===== src/rtl/rv523_cell_pkg.sv =====
// Shared helpers for RV523 cell-library blocks: pointer sizing and parameter legality check.
`ifndef RV523_CELL_PKG_SV
`define RV523_CELL_PKG_SV

// Elaboration-time legality check for FIFO parameters; expands to a generate-if that
// raises an elaboration error when any constraint is violated.
`define RV523_FIFO_PARAM_CHECK(WIDTH_, DEPTH_, AF_, AE_) \
  if (((WIDTH_) < 1) || ((DEPTH_) < 2) || ((((DEPTH_) & ((DEPTH_) - 1))) != 0) || \
      ((AF_) < 1) || ((AF_) > (DEPTH_)) || ((AE_) > ((DEPTH_) - 1))) begin : g_param_err \
    $error("cell_fifo: illegal WIDTH/DEPTH/AF_LEVEL/AE_LEVEL combination"); \
  end

package rv523_cell_pkg;

  // Pointer width: index bits plus one wrap bit.
  function automatic int unsigned ptr_width(input int unsigned depth);
    return $clog2(depth) + 1;
  endfunction

endpackage

`endif


===== src/rtl/cell_fifo_if.sv =====
// Handshake and status bundle for cell_fifo; master drives requests, slave is the FIFO.
interface cell_fifo_if
  import rv523_cell_pkg::*;
#(
  parameter int unsigned WIDTH = 8,
  parameter int unsigned DEPTH = 4
);
  localparam int unsigned CntW = ptr_width(DEPTH);

  logic             wr_en;
  logic [WIDTH-1:0] wr_data;
  logic             rd_en;
  logic [WIDTH-1:0] rd_data;
  logic             full;
  logic             empty;
  logic             almost_full;
  logic             almost_empty;
  logic [CntW-1:0]  count;
  logic             ovf;
  logic             udf;

  modport master (
    output wr_en, wr_data, rd_en,
    input  rd_data, full, empty, almost_full, almost_empty, count, ovf, udf
  );

  modport slave (
    input  wr_en, wr_data, rd_en,
    output rd_data, full, empty, almost_full, almost_empty, count, ovf, udf
  );
endinterface


===== src/rtl/dff_cell.sv =====
// WIDTH-bit rising-edge register with write enable, built as a master/slave latch pair.
module dff_cell #(
  parameter int unsigned WIDTH = 8
) (
  input  logic             clk_i,
  input  logic             en_i,
  input  logic [WIDTH-1:0] d_i,
  output logic [WIDTH-1:0] q_o
);
  logic             clk_n;
  logic [WIDTH-1:0] m_d_q;
  logic             m_en_q;

  // Inverter cell producing the master latch's enable.
  assign clk_n = ~clk_i;

  // Master latch: tracks data and enable while the clock is low, freezes at the rising edge.
  always_latch begin
    if (clk_n) begin
      m_d_q  <= d_i;
      m_en_q <= en_i;
    end
  end

  // Slave latch: opens during the high phase, but only if the frozen enable was set.
  always_latch begin
    if (clk_i && m_en_q) begin
      q_o <= m_d_q;
    end
  end
endmodule


===== src/rtl/cell_fifo.sv =====
// First-word-fall-through FIFO over dff_cell storage with occupancy, threshold and sticky
// error flags.
module cell_fifo
  import rv523_cell_pkg::*;
#(
  parameter int unsigned WIDTH    = 8,
  parameter int unsigned DEPTH    = 4,
  parameter int unsigned AF_LEVEL = DEPTH - 1,
  parameter int unsigned AE_LEVEL = 1
) (
  input logic        clk,
  input logic        rst,
  cell_fifo_if.slave bus
);
  localparam int unsigned PtrW = ptr_width(DEPTH);
  localparam int unsigned IdxW = PtrW - 1;
  localparam logic [PtrW-1:0] AfLvl = PtrW'(AF_LEVEL);
  localparam logic [PtrW-1:0] AeLvl = PtrW'(AE_LEVEL);

  `RV523_FIFO_PARAM_CHECK(WIDTH, DEPTH, AF_LEVEL, AE_LEVEL)

  logic [PtrW-1:0]  wp_q, wp_d;
  logic [PtrW-1:0]  rp_q, rp_d;
  logic             ovf_q, ovf_d;
  logic             udf_q, udf_d;

  logic [PtrW-1:0]  count;
  logic [IdxW-1:0]  wp_idx, rp_idx;
  logic             full, empty;
  logic             push_ok, pop_ok;
  logic [DEPTH-1:0] cell_we;
  logic [WIDTH-1:0] mem [DEPTH];

  // Occupancy and full/empty derived purely from the pointer registers.
  always_comb begin
    wp_idx  = wp_q[IdxW-1:0];
    rp_idx  = rp_q[IdxW-1:0];
    count   = wp_q - rp_q;
    empty   = (wp_q == rp_q);
    full    = (wp_idx == rp_idx) && (wp_q[PtrW-1] != rp_q[PtrW-1]);
    // A push is refused whenever full, even if a pop happens in the same cycle.
    push_ok = bus.wr_en && !full;
    pop_ok  = bus.rd_en && !empty;
  end

  // Pointer advance and sticky error capture.
  always_comb begin
    wp_d  = wp_q;
    rp_d  = rp_q;
    ovf_d = ovf_q;
    udf_d = udf_q;
    if (push_ok) wp_d = wp_q + PtrW'(1);
    if (pop_ok) rp_d = rp_q + PtrW'(1);
    if (bus.wr_en && full) ovf_d = 1'b1;
    if (bus.rd_en && empty) udf_d = 1'b1;
  end

  // Control state register with asynchronous reset.
  always_ff @(posedge clk or posedge rst) begin
    if (rst) begin
      wp_q  <= '0;
      rp_q  <= '0;
      ovf_q <= 1'b0;
      udf_q <= 1'b0;
    end else begin
      wp_q  <= wp_d;
      rp_q  <= rp_d;
      ovf_q <= ovf_d;
      udf_q <= udf_d;
    end
  end

  // One-hot write enable steering the accepted push to the cell under the write index.
  always_comb begin
    cell_we = '0;
    for (int i = 0; i < int'(DEPTH); i++) begin
      cell_we[i] = push_ok && (wp_idx == IdxW'(i));
    end
  end

  // Storage cells are left unreset; RD_DATA gating hides stale contents.
  for (genvar g = 0; g < int'(DEPTH); g++) begin : g_cell
    dff_cell #(
      .WIDTH(WIDTH)
    ) u_cell (
      .clk_i(clk),
      .en_i (cell_we[g]),
      .d_i  (bus.wr_data),
      .q_o  (mem[g])
    );
  end

  // Outputs depend on state only; head word is forced to zero while empty.
  always_comb begin
    bus.rd_data      = empty ? '0 : mem[rp_idx];
    bus.full         = full;
    bus.empty        = empty;
    bus.almost_full  = (count >= AfLvl);
    bus.almost_empty = (count <= AeLvl);
    bus.count        = count;
    bus.ovf          = ovf_q;
    bus.udf          = udf_q;
  end
endmodule


===== src/flat_wrapper.sv =====
// flat-port wrapper written by rule: the top's interface ports become plain ports
module cell_fifo_flat import rv523_cell_pkg::*;
#(
  parameter int unsigned WIDTH    = 8,
  parameter int unsigned DEPTH    = 4,
  parameter int unsigned AF_LEVEL = DEPTH - 1,
  parameter int unsigned AE_LEVEL = 1
)
  (clk, rst, bus_wr_en, bus_wr_data, bus_rd_en, bus_rd_data, bus_full, bus_empty, bus_almost_full, bus_almost_empty, bus_count, bus_ovf, bus_udf);
  cell_fifo_if #(.WIDTH(WIDTH), .DEPTH(DEPTH)) bus_i ();
  input logic clk;
  input logic rst;
  input wire logic [$bits(bus_i.wr_en)-1:0] bus_wr_en;
  input wire logic [$bits(bus_i.wr_data)-1:0] bus_wr_data;
  input wire logic [$bits(bus_i.rd_en)-1:0] bus_rd_en;
  output wire logic [$bits(bus_i.rd_data)-1:0] bus_rd_data;
  output wire logic [$bits(bus_i.full)-1:0] bus_full;
  output wire logic [$bits(bus_i.empty)-1:0] bus_empty;
  output wire logic [$bits(bus_i.almost_full)-1:0] bus_almost_full;
  output wire logic [$bits(bus_i.almost_empty)-1:0] bus_almost_empty;
  output wire logic [$bits(bus_i.count)-1:0] bus_count;
  output wire logic [$bits(bus_i.ovf)-1:0] bus_ovf;
  output wire logic [$bits(bus_i.udf)-1:0] bus_udf;
  assign bus_i.wr_en = bus_wr_en;
  assign bus_i.wr_data = bus_wr_data;
  assign bus_i.rd_en = bus_rd_en;
  assign bus_rd_data = bus_i.rd_data;
  assign bus_full = bus_i.full;
  assign bus_empty = bus_i.empty;
  assign bus_almost_full = bus_i.almost_full;
  assign bus_almost_empty = bus_i.almost_empty;
  assign bus_count = bus_i.count;
  assign bus_ovf = bus_i.ovf;
  assign bus_udf = bus_i.udf;
  cell_fifo #(.WIDTH(WIDTH), .DEPTH(DEPTH), .AF_LEVEL(AF_LEVEL), .AE_LEVEL(AE_LEVEL)) u_core (.clk(clk), .rst(rst), .bus(bus_i));
endmodule

===== config.mk =====
export PLATFORM = sky130hd
export DESIGN_NAME = cell_fifo_flat
export DESIGN_NICKNAME = d
export VERILOG_FILES = /design/src/rtl/rv523_cell_pkg.sv /design/src/rtl/cell_fifo_if.sv /design/src/rtl/dff_cell.sv /design/src/rtl/cell_fifo.sv /design/src/flat_wrapper.sv
export SDC_FILE = /design/constraint.sdc
export NUM_CORES = 1
export LEC_CHECK = 0
export ABC_AREA = 1
export ABC_CLOCK_PERIOD_IN_PS = 3700
export CAP_MARGIN = 20
export CORE_MARGIN = 2
export CORE_UTILIZATION = 55
export DETAILED_ROUTE_END_ITERATION = 16
export PLACE_DENSITY = 0.8
export SYNTH_ARGS = -nofsm -noshare
export SYNTH_HDL_FRONTEND = slang
export SYNTH_HIERARCHICAL = 1
export SYNTH_SLANG_ARGS = --single-unit

===== constraint.sdc =====
create_clock -name clk -period 3.7 [get_ports clk]
set_clock_uncertainty 0.05 [all_clocks]
set_input_delay 0.37 -clock clk [delete_from_list [all_inputs] [get_ports clk]]
set_output_delay 0.37 -clock clk [all_outputs]
set_load 0.005 [all_outputs]

==> report_table.html, run 1 <==
<table>
<tr><th>Metric</th><th>Value</th></tr>
<tr><th colspan="2">Run status</th></tr>
<tr><td>Status</td><td>complete, no violations</td></tr>
<tr><th colspan="2">Drt</th></tr>
<tr><td>Number of nets still failing antenna checks after routing</td><td>0</td></tr>
<tr><td>DR pass1 iterations</td><td>4</td></tr>
<tr><td>Number of vias after detailed routing</td><td>about 1800</td></tr>
<tr><td>First-iteration detailed-routing DRC count</td><td>113</td></tr>
<tr><td>Total DRC errors in the routed layout</td><td>0</td></tr>
<tr><td>Per-cell routed wire length</td><td>between 10 and 15 um</td></tr>
<tr><td>Detail-routed via count per cell</td><td>5.04</td></tr>
<tr><td>Total wire length</td><td>approximately 5 mm</td></tr>
<tr><th colspan="2">GRT</th></tr>
<tr><td>Global Route met2 Usage</td><td>43.4%</td></tr>
<tr><td>Grt met1 use</td><td>between 20% and 30%</td></tr>
<tr><td>Busiest metal layer after global routing</td><td>met2</td></tr>
<tr><td>Vias in the first global route</td><td>about 2000</td></tr>
<tr><td>Met3 layer usage reported by global route</td><td>~22%</td></tr>
<tr><td>Global route total overflow</td><td>0</td></tr>
<tr><td>Maximum number of pins on one net before global-route repair</td><td>20</td></tr>
<tr><td>Antenna violations before repair</td><td>0</td></tr>
<tr><td>GRT Util Overall</td><td>29.6%</td></tr>
<tr><td>Global-route wire length before repair</td><td>roughly 8.3 mm</td></tr>
<tr><th colspan="2">CTS</th></tr>
<tr><td>Post-CTS Resized</td><td>0</td></tr>
<tr><td>CTS tree</td><td>built</td></tr>
<tr><td>Clock latency of the later-clocked register in the worst-skew pair</td><td>0.70 ns</td></tr>
<tr><td>CTS clk-pin slew, worst paths</td><td>about 0.080 ns</td></tr>
<tr><td>Buffers inserted during post-CTS setup optimization</td><td>0</td></tr>
<tr><td>Quantity of hold-fixing buffers added after cts</td><td>0</td></tr>
<tr><th colspan="2">Power</th></tr>
<tr><td>Peak VDD IR</td><td>395 uV</td></tr>
<tr><td>Reported leakage power</td><td>between 1.5 and 2 nW</td></tr>
<tr><td>Total power</td><td>between 2 and 2.5 mW</td></tr>
<tr><td>Power Dens Cells</td><td>just over 800 mW/mm^2</td></tr>
<tr><th colspan="2">Timing</th></tr>
<tr><td>Post-Route Setup TNS</td><td>0 ns</td></tr>
<tr><td>Setup repair after global routing missed its margin</td><td>false</td></tr>
<tr><td>Hold violation total from the final report</td><td>0</td></tr>
<tr><td>Max transition margin</td><td>about four fifths</td></tr>
<tr><td>Worst hold slack across all endpoints</td><td>between 0.05 and 0.06 ns</td></tr>
<tr><td>Number of setup violations in the final report</td><td>0</td></tr>
<tr><td>Count of final max-slew check failures</td><td>0</td></tr>
<tr><td>Slew of the pin with the lowest slew margin</td><td>approximately 0.33 ns</td></tr>
<tr><th colspan="2">Logic synthesis</th></tr>
<tr><td>Biggest area contributors in the synthesized netlist</td><td>sky130_fd_sc_hd__dlxtn_1 27%, sky130_fd_sc_hd__dlxtp_1 24%, sky130_fd_sc_hd__nand2_1 14%</td></tr>
<tr><td>Biggest area consumer among synthesized cells</td><td>sky130_fd_sc_hd__dlxtn_1</td></tr>
<tr><td>Post-synthesis register bit count</td><td>76</td></tr>
<tr><td>EDFF count, synth</td><td>0</td></tr>
<tr><td>Count of yosys warnings during synthesis</td><td>6</td></tr>
<tr><td>Share of Yosys cell area claimed by the top area cell type</td><td>a little over a quarter</td></tr>
<tr><td>Fraction of registers with async set or reset after synthesis</td><td>between 10% and 20%</td></tr>
<tr><td>Netlist Area Pre-Place</td><td>0.00202 mm^2</td></tr>
<tr><td>Post-synthesis instance total</td><td>~240</td></tr>
<tr><td>Mapped Nets</td><td>between 200 and 300</td></tr>
<tr><td>Number of different library cells in the post-synthesis netlist</td><td>21</td></tr>
<tr><td>Mean area per synthesized cell</td><td>8.52 um^2</td></tr>
<tr><td>Most instantiated flip-flop cell in the synthesis netlist</td><td>sky130_fd_sc_hd__dlxtn_1</td></tr>
<tr><th colspan="2">Floorplanning</th></tr>
<tr><td>Die Area</td><td>between 0.004 and 0.005 mm^2</td></tr>
<tr><td>CORE AREA</td><td>around 0.0036 mm^2</td></tr>
<tr><td>Std cell rows</td><td>22</td></tr>
<tr><td>Number of I/O pins</td><td>29</td></tr>
<tr><td>Initial standard-cell utilization of the core</td><td>56.0%</td></tr>
<tr><td>Die Span X</td><td>~65 um</td></tr>
<tr><td>Chip height</td><td>64.6 um</td></tr>
<tr><th colspan="2">Setup path</th></tr>
<tr><td>Startpoint types</td><td>flip-flop</td></tr>
<tr><td>Arrival time at the worst endpoint</td><td>1.82 ns</td></tr>
<tr><td>Critical path type</td><td>flip-flop to latch</td></tr>
<tr><td>CP max FO</td><td>7</td></tr>
<tr><td>Register-to-register setup slack</td><td>about 0.53 ns</td></tr>
<tr><td>Data required time of the worst path</td><td>between 2 and 2.5 ns</td></tr>
<tr><td>Kind of end point of the critical path</td><td>latch</td></tr>
<tr><th colspan="2">Placement</th></tr>
<tr><td>Port buffer count</td><td>28</td></tr>
<tr><td>Detailed placer's ending HPWL</td><td>between 2 and 2.5 mm</td></tr>
<tr><td>Routability Congestion</td><td>~0.8</td></tr>
<tr><th colspan="2">Cells and area</th></tr>
<tr><td>Most frequent standard cell in the layout excluding fill and tap cells</td><td>sky130_fd_sc_hd__nand2_1</td></tr>
<tr><td>Total inserted antenna cells</td><td>0</td></tr>
<tr><td>Commonest cells after routing, fill and taps aside</td><td>73 x sky130_fd_sc_hd__nand2_1, 62 x sky130_fd_sc_hd__inv_1, 36 x sky130_fd_sc_hd__dlxtn_1</td></tr>
<tr><td>Fraction of final layout cells sized beyond drive strength 1</td><td>roughly 11%</td></tr>
<tr><td>P&amp;R area growth vs syn</td><td>38.2%</td></tr>
<tr><td>Number of nets in the finished design</td><td>between 300 and 400</td></tr>
<tr><th colspan="2">Hold path</th></tr>
<tr><td>Classification of the worst-slack hold path</td><td>input port to asynchronous set/reset pin</td></tr>
<tr><th colspan="2">Flow run</th></tr>
<tr><td>Maximum Capacitance Violations</td><td>0</td></tr>
</table>
## registers in the layout, summed over array words and instances, names as in the netlist
signal                       flops
u_core/bus.ovf                   1
u_core/g_cell.u_cell/q_o        32
u_core/wp_q                      3
u_core/bus.udf                   1
u_core/g_cell.u_cell/m_d_q      32
u_core/rp_q                      3
u_core/g_cell.u_cell/m_en_q      4
## area by class of cell
type | instances | area (um^2)
clock buffers | 22 | 303
clock inverters | 35 | 158
fillers | 230 | 816
inverters | 34 | 135
multi-input cells | 119 | 611
flip-flops and latches | 76 | 1220
well taps | 48 | 60.1
repair buffers | 31 | 303
## metal layers
layer / wire length [um] / share of wire, % / vias up
li1: - / - / 862
met3: 541 / 11 / 34
met2: 2470 / 49 / 125
met5: 0 / 0 / -
met1: 1820 / 36 / 818
met4: 252 / 5.0 / 0
## worst max-delay path, stage by stage, from the launching register on
cell and delay [ns]:
sky130_fd_sc_hd__dfrtp_1 0.40, sky130_fd_sc_hd__inv_1 0.11, sky130_fd_sc_hd__ha_1 0.31, sky130_fd_sc_hd__nand2_1 0.05, sky130_fd_sc_hd__inv_1 0.13, sky130_fd_sc_hd__nand3_4 0.12
sky130_fd_sc_hd__nand2_4 0.11, sky130_fd_sc_hd__nor2_1 0.05
## stage by stage
step / area, um^2 / util (%) / setup WS (ns) / cells
floorplan: 2020 / - / 0.380 / 237
global placement: 2340 / 65.0 / 0.575 / 312
detailed placement: 2340 / 65.0 / 0.528 / 312
CTS: 2790 / 77.4 / 0.519 / 365
global route: 2790 / 77.4 / 0.408 / 365
finish: 2790 / 77.4 / 0.529 / 365
## cells in the mapped netlist, types with 2 or more instances
| cell type | n |
|---|---|
| sky130_fd_sc_hd__nand2_1 | 73 |
| sky130_fd_sc_hd__dlxtn_1 | 36 |
| sky130_fd_sc_hd__inv_1 | 34 |
| sky130_fd_sc_hd__dlxtp_1 | 32 |
| sky130_fd_sc_hd__nand3_1 | 16 |
| sky130_fd_sc_hd__a21oi_1 | 8 |
| sky130_fd_sc_hd__dfrtp_1 | 8 |
| sky130_fd_sc_hd__ha_1 | 7 |
| sky130_fd_sc_hd__nor2_1 | 5 |
| sky130_fd_sc_hd__nand2_2 | 3 |
| sky130_fd_sc_hd__buf_4 | 2 |
| sky130_fd_sc_hd__buf_6 | 2 |
| sky130_fd_sc_hd__nand3_4 | 2 |
| sky130_fd_sc_hd__xor2_1 | 2 |
## power by group
| part | switching [mW] | internal [mW] | leakage [nW] |
|---|---|---|---|
| combinational | 0.545 | 0.514 | 0.622 |
| clock | 0.280 | 0.401 | 0.498 |
| sequential | 0.0599 | 0.502 | 0.637 |
## path summary, 6_finish.rpt
path / endpoint / cells after the start / startpoint
max in group gated: clock gate / 0 / u_core/g_cell[1].u_cell/m_en_q$_DLATCH_N_
hold / removal: u_core/wp_q[2]$_DFFE_PP0P_ / 2 / rst
hold reg to reg: u_core/g_cell[2].u_cell/q_o[3]$_DLATCH_P_ / 0 / u_core/g_cell[2].u_cell/m_d_q[3]$_DLATCH_N_
setup / recovery: u_core/g_cell[2].u_cell/m_en_q$_DLATCH_N_ / 7 / u_core/wp_q[0]$_DFFE_PP0P_
max in group asynchronous: u_core/bus.udf$_DFFE_PP0P_ / 2 / rst
min in group clk: u_core/g_cell[2].u_cell/q_o[3]$_DLATCH_P_ / 0 / u_core/g_cell[2].u_cell/m_d_q[3]$_DLATCH_N_
min in group gated: clock gate / 0 / u_core/g_cell[2].u_cell/m_en_q$_DLATCH_N_
setup reg to reg: u_core/g_cell[2].u_cell/m_en_q$_DLATCH_N_ / 7 / u_core/wp_q[0]$_DFFE_PP0P_
## cells by family after synthesis
kind of cell    after synthesis  synth area share (%)
latches                      68                  50.6
flops                         8                  9.91
fa+ha+maj                     8                  5.33
xor+xnor                      2                 0.868
simple gates                101                  22.1
buf+inv                      42                  9.29
compound gates                8                  1.98
Note: power is estimated with default switching activity, not from simulation.
==> inputs of run 2 (changes only) <==
GPL_ROUTABILITY_DRIVEN = 0   (was unset)
==> results of run 2 <==
Final layout, timing and power as in run 1 (identical DEF).
==> inputs of run 3 (changes only) <==
CAP_MARGIN = 5   (was 20)
==> results of run 3 <==
Final layout, timing and power as in run 1 (identical DEF).
